==> src/rtl/stimulus_sequencer.sv <==
// stimulus_sequencer
// Runs a staircase threshold search over eight stimulus positions. Each
// position gets TRIALS trials: wait for the pattern generator, show the
// stimulus, wait for the patient's button, then pause. Brightness steps
// down after a response and up after a miss, and the step halves every
// trial. After the last trial of a position the final brightness is
// reported as that position's threshold.
//
// Ports
//   clk, rst_n          clock, asynchronous active-low reset
//   start               run request pulse (only honoured in IDLE)
//   abort               cancel the run, back to IDLE next cycle
//   response            patient button, synchronous to clk
//   pattern_valid       pattern generator ready
//   brightness, speed   drive to the pattern generator
//   stim_index          current position 0-7
//   stim_on             stimulus displayed
//   busy                run in progress
//   done                one-cycle run-complete pulse
//   result_valid        one-cycle result strobe
//   result_index        position of the result
//   result_threshold    threshold of the result
//
// state      | meaning
// IDLE       | no run, waiting for start
// WAIT_VALID | holding until the pattern generator is ready
// STIM       | stimulus on for STIM_CYCLES cycles
// RESP       | waiting for a response, up to RESP_WINDOW cycles
// GAP        | inter-trial pause for GAP_CYCLES cycles
// REPORT     | one-cycle threshold report for the current position
// DONE       | one-cycle run-complete pulse
module stimulus_sequencer #(
    parameter int         STIM_CYCLES  = 16,
    parameter int         RESP_WINDOW  = 64,
    parameter int         GAP_CYCLES   = 8,
    parameter int         TRIALS       = 4,
    parameter logic [7:0] START_BRIGHT = 8'h80,
    parameter logic [7:0] STEP_INIT    = 8'h40,
    parameter logic [7:0] SPEED        = 8'h10
) (
    input  logic       clk,
    input  logic       rst_n,
    input  logic       start,
    input  logic       abort,
    input  logic       response,
    input  logic       pattern_valid,
    output logic [7:0] brightness,
    output logic [7:0] speed,
    output logic [2:0] stim_index,
    output logic       stim_on,
    output logic       busy,
    output logic       done,
    output logic       result_valid,
    output logic [2:0] result_index,
    output logic [7:0] result_threshold
);

    typedef enum logic [2:0] {
        IDLE, WAIT_VALID, STIM, RESP, GAP, REPORT, DONE
    } state_t;

    localparam int              TW        = 16;
    localparam logic [TW-1:0]   STIM_LOAD = TW'(STIM_CYCLES - 1);
    localparam logic [TW-1:0]   RESP_LOAD = TW'(RESP_WINDOW - 1);
    localparam logic [TW-1:0]   GAP_LOAD  = TW'(GAP_CYCLES - 1);
    localparam logic [7:0]      TRIALS_L  = 8'(TRIALS);

    state_t        state_q, state_d;
    logic [TW-1:0] timer_q, timer_d;
    logic [7:0]    bright_q, bright_d;
    logic [7:0]    step_q, step_d;
    logic [7:0]    trial_q, trial_d;
    logic [2:0]    index_q, index_d;
    logic          seen_q, seen_d;

    logic          seen_set, seen_eff;
    logic [8:0]    sum9;
    logic [7:0]    bright_up, bright_dn, step_half;

    // A response only counts while the stimulus is showing or the window is
    // open, and only if the pattern generator is actually presenting.
    assign seen_set  = response && pattern_valid && (state_q == STIM || state_q == RESP);
    // A response in the very last RESP cycle still counts for this trial.
    assign seen_eff  = seen_q || seen_set;

    assign sum9      = {1'b0, bright_q} + {1'b0, step_q};
    assign bright_up = sum9[8] ? 8'hFF : sum9[7:0];
    assign bright_dn = (bright_q > step_q) ? (bright_q - step_q) : 8'h00;
    assign step_half = (step_q > 8'd1) ? {1'b0, step_q[7:1]} : 8'd1;

    always_ff @(posedge clk or negedge rst_n) begin
        if (!rst_n) begin
            state_q  <= IDLE;
            timer_q  <= '0;
            bright_q <= 8'h00;
            step_q   <= 8'h00;
            trial_q  <= 8'h00;
            index_q  <= 3'd0;
            seen_q   <= 1'b0;
        end else begin
            state_q  <= state_d;
            timer_q  <= timer_d;
            bright_q <= bright_d;
            step_q   <= step_d;
            trial_q  <= trial_d;
            index_q  <= index_d;
            seen_q   <= seen_d;
        end
    end

    always_comb begin
        state_d  = state_q;
        timer_d  = timer_q;
        bright_d = bright_q;
        step_d   = step_q;
        trial_d  = trial_q;
        index_d  = index_q;
        seen_d   = seen_q;

        case (state_q)
            IDLE: begin
                if (start) begin
                    state_d  = WAIT_VALID;
                    index_d  = 3'd0;
                    bright_d = START_BRIGHT;
                    step_d   = STEP_INIT;
                    trial_d  = 8'h00;
                end
            end
            WAIT_VALID: begin
                if (pattern_valid) begin
                    state_d = STIM;
                    timer_d = STIM_LOAD;
                    seen_d  = 1'b0;
                end
            end
            STIM: begin
                if (seen_set) seen_d = 1'b1;
                if (timer_q == '0) begin
                    state_d = RESP;
                    timer_d = RESP_LOAD;
                end else begin
                    timer_d = timer_q - TW'(1);
                end
            end
            RESP: begin
                if (seen_set) seen_d = 1'b1;
                if (seen_q || timer_q == '0) begin
                    state_d  = GAP;
                    timer_d  = GAP_LOAD;
                    bright_d = seen_eff ? bright_dn : bright_up;
                    step_d   = step_half;
                    trial_d  = trial_q + 8'd1;
                end else begin
                    timer_d = timer_q - TW'(1);
                end
            end
            GAP: begin
                if (timer_q == '0) begin
                    state_d = (trial_q < TRIALS_L) ? WAIT_VALID : REPORT;
                end else begin
                    timer_d = timer_q - TW'(1);
                end
            end
            REPORT: begin
                if (index_q != 3'd7) begin
                    state_d  = WAIT_VALID;
                    index_d  = index_q + 3'd1;
                    bright_d = START_BRIGHT;
                    step_d   = STEP_INIT;
                    trial_d  = 8'h00;
                end else begin
                    state_d = DONE;
                end
            end
            DONE: begin
                state_d = IDLE;
            end
            default: begin
                state_d = IDLE;
            end
        endcase

        if (abort && state_q != IDLE) begin
            state_d = IDLE;
        end
    end

    // Strobes are suppressed in an abort cycle so a cancelled run never
    // reports a result or completion.
    assign brightness       = bright_q;
    assign stim_index       = index_q;
    assign stim_on          = (state_q == STIM);
    assign busy             = (state_q != IDLE);
    assign speed            = busy ? SPEED : 8'h00;
    assign result_valid     = (state_q == REPORT) && !abort;
    assign done             = (state_q == DONE) && !abort;
    assign result_index     = (state_q == REPORT) ? index_q : 3'd0;
    assign result_threshold = (state_q == REPORT) ? bright_q : 8'h00;

endmodule

==> config.mk <==
export PLATFORM = sky130hd
export DESIGN_NAME = stimulus_sequencer
export DESIGN_NICKNAME = d
export VERILOG_FILES = /design/src/rtl/stimulus_sequencer.sv
export SDC_FILE = /design/constraint.sdc
export NUM_CORES = 1
export LEC_CHECK = 0
export BUFFER_PORTS_ARGS = -buffer_cell sky130_fd_sc_hd__buf_4
export CORE_AREA = 8 8 112 139
export DETAILED_ROUTE_END_ITERATION = 10
export DIE_AREA = 0 0 120 147
export HOLD_SLACK_MARGIN = 0.1
export SLEW_MARGIN = 20
export SYNTH_ARGS = -nofsm -noshare
export SYNTH_HDL_FRONTEND = slang
export SYNTH_SLANG_ARGS = --single-unit
==> constraint.sdc <==
create_clock -name clk -period 2.3 [get_ports clk]
set_input_delay 0.46 -clock clk [delete_from_list [all_inputs] [get_ports clk]]
set_output_delay 0.46 -clock clk [all_outputs]
set_load 0.05 [all_outputs]
==> summary.md <==
| Metric | Value |
|---|---|
| Status | `complete, no violations` |
| Synth top area share | `35.3%` |
| Fraction of registers with async set/reset | `100%` |
| Most common cell in the netlist | `dfrtp_1` |
| Detail Route Antenna Nets | `0` |
| Routability cong. | `0.936` |
| Sw frac | `44.6%` |
| Antenna diode count | `0` |
| WL/cell | `15.1 µm` |
| First-pass GRT wire length | `15000 µm` |
| Relative slew slack | `59.3%` |
| Netlist cell types | `62` |
| I/O pin cnt | `40` |
| Type of the worst setup path | `reg -> reg` |
| Max-Cap Viols | `0` |
| Critical Path Max Stage Delay | `0.50 ns` |
| Final std cells w/o fill | `624` |
| Ranking of synthesized cells by area | `dfrtp_1 35%, ha_1 6.9%, a21oi_1 4.1%` |
| TritonRoute pass-1 iters | `6` |
| Vias in the first global route | `3060` |
| Pwr/cell area | `897 nW/µm²` |
| Max-slew violation count | `0` |
| Power share of the sequential group | `26.8%` |
| Worst Path Required | `2.51 ns` |
| Flip-flop and latch count after synthesis | `46` |
| Post-synthesis sequential area ratio | `35.3%` |
| Largest net degree at the start of global routing | `47` |
| Post-route DRC | `0` |
| CTS Buf Count | `5` |
| GRT overflow | `0` |
| Worst Tran Pin Value | `0.611 ns` |
| Synth Cell Area | `3260 µm²` |
| Post-route cell area | `4330 µm²` |
| Crit Path Max Fanout | `6` |
| Clock skew | `0.00912 ns` |
| H-Tree Level Count | `2` |
| Clock latency on the worst-skew pair | `0.29 ns` |
| Worst Path Buf+Inv | `1` |
| Row count | `48` |
| Port bufs | `32` |
| Main flop type after synthesis | `dfrtp_1` |
| Internal power | `2.15 mW` |
| Min-delay worst type | `in -> async` |
| Die Wd | `120 µm` |
| Routed vias | `3065` |
| Synth warn | `0` |
| Tcrit/Tclk final | `97.7%` |
| Die ar. | `17600 µm²` |
| Placed Area | `4000 µm²` |
| GRT Total Usage | `10.3%` |
| Vias/cell | `4.91` |
| Family with the most delay on the worst path | `simple AND/OR/NAND/NOR gates` |
| Final wirelength | `9410 µm` |
| Post-synth EDFFs | `0` |
| LEAKAGE | `2.00 nW` |
| Core area | `13500 µm²` |
| Max Root-Sink Buffers | `2` |
| 1st-iter DRT viols | `185` |
| Critical path, cell by cell | `buf_4 > or4_4 > or3_4 > a211o_4 > or3_1 > a21oi_2` |
| Number of hold violations in the final report | `0` |
| Comb power frac | `54.7%` |
| Clock slew at reported path FFs | `0.06 ns` |
| Switching pwr | `1.73 mW` |
| Initial antenna violation count | `0` |
| Period minus WS final | `2.25 ns` |
| Kind of end point of the critical path | `register` |
| Layout cells sized above 1 | `31.0%` |
| RSZ-0062 raised after global routing | `yes` |
| Syn Inst Count | `383` |
| CTS tree | `yes` |
| Hpwl dp | `7200 µm` |
| Type of origin of the critical path | `register` |
| Post-synth top cells | `46 x dfrtp_1, 36 x nor2_1, 31 x nand2_1` |
| Fmax | `445 MHz` |
| Root Buffer | `clkbuf_16` |
| Final setup margin | `0.0535 ns` |
| Slowest CP cell | `or4_4` |
| Die height | `147 µm` |
| Largest area contributor in the netlist | `dfrtp_1` |
| Inst Count DP | `610` |
| Final setup viols | `0` |
| Clock sink count | `46` |
| Clock Power Share | `18.5%` |
| Fin nets | `474` |
| CP arrival | `2.46 ns` |
| P&R area growth vs syn | `32.8%` |
| Worst ir drop on vdd | `0.813 mV` |
| Setup TNS | `0 ns` |
| Final Util | `32.0%` |
| Starting Density | `24.1%` |
| DP Worst Slack | `-0.0640 ns` |
| Mapped Avg Cell Area | `8.50 µm²` |
[per-layer routing]
layer / wire (µm) / track usage (%) / vias to the layer above
li1: - / - / 1483
met4: 219 / 3.44 / 0
met3: 412 / 1.88 / 17
met2: 4850 / 19.0 / 59
met5: 0 / 0 / -
met1: 3920 / 11.6 / 1506
[placed cells by master (no fill, tap or decap), drive strengths merged, types with 4 or more instances in the layout]
| cell | count |
|---|---|
| and2 | 4 |
| o21ai | 20 |
| a22o | 8 |
| nor3 | 12 |
| clkbuf | 5 |
| xor2 | 4 |
| buf | 79 |
| nor3b | 7 |
| nand2 | 31 |
| and3 | 15 |
| xnor2 | 12 |
| nand3 | 6 |
| a31oi | 6 |
| dfrtp | 46 |
| conb | 7 |
| nor4 | 8 |
| ha | 18 |
| a21oi | 28 |
| a21o | 4 |
| a211oi | 4 |
| inv | 24 |
| nor2b | 8 |
| nor2 | 36 |
| or3 | 5 |
[per-stage QoR]
step	hold slack, ns	total power, mW
6_report	0.189	3.88
5_1_grt	0.245	4.14
4_1_cts	0.215	3.78
3_5_place_dp	0.522	3.03
3_3_place_gp	0.521	3.00
2_1_floorplan	0.164	2.37
[final cells by class]
cell class	count	area [µm²]
clock inverters	3	21.3
repair buffers	79	601
multi-input cells	292	2110
well taps	175	219
flip-flops and latches	46	1160
inverters	24	90.1
fillers	1406	9190
clock buffers	5	125
[flip-flops by register name, indices dropped and copies added (netlist names)]
signal and count:
step_q 7, timer_q 16, stim_index 3, seen_q 1, brightness 8, trial_q 8, state_q 3
[final timing paths]
kind                             from  cells after the start  slack (ns)            end
max                        timer_q[1]                      6        0.05     timer_q[7]
min reg2reg                trial_q[7]                      2        0.56     trial_q[7]
min in group clk                abort                      2        0.38     state_q[1]
max in group asynchronous       rst_n                      1        1.66  brightness[6]
max reg2reg                timer_q[1]                      6        0.05     timer_q[7]
min                             rst_n                      1        0.19     timer_q[9]
[cells by family after synthesis]
family          Yosys count  share of synthesized area, %
buf+inv                  51                          6.91
simple gates            144                          23.2
compound gates          101                          20.7
fa+ha+maj                20                          8.14
xor+xnor                 16                          4.30
mux                       4                          1.31
flops                    46                          35.3
other cells               1                         0.115
[what timing repair did]
item | CTS | global route
pin swaps | 2 | 8
setup endpoints to repair | 6 | 31
gates resized for setup | 4 | 25
hold buffers | 0 | 0
setup buffers | 1 | 5
[power by group through the flow]
stage          clock network, mW  logic (mW)  registers [mW]
2_1_floorplan                  0        1.31            1.06
3_3_place_gp                   0        1.95            1.04
3_5_place_dp                   0        1.98            1.05
4_1_cts                    0.746        1.99            1.04
5_1_grt                    0.769        2.32            1.06
6_report                   0.718        2.12            1.04
No activity file was read; power rests on OpenSTA's default activity.
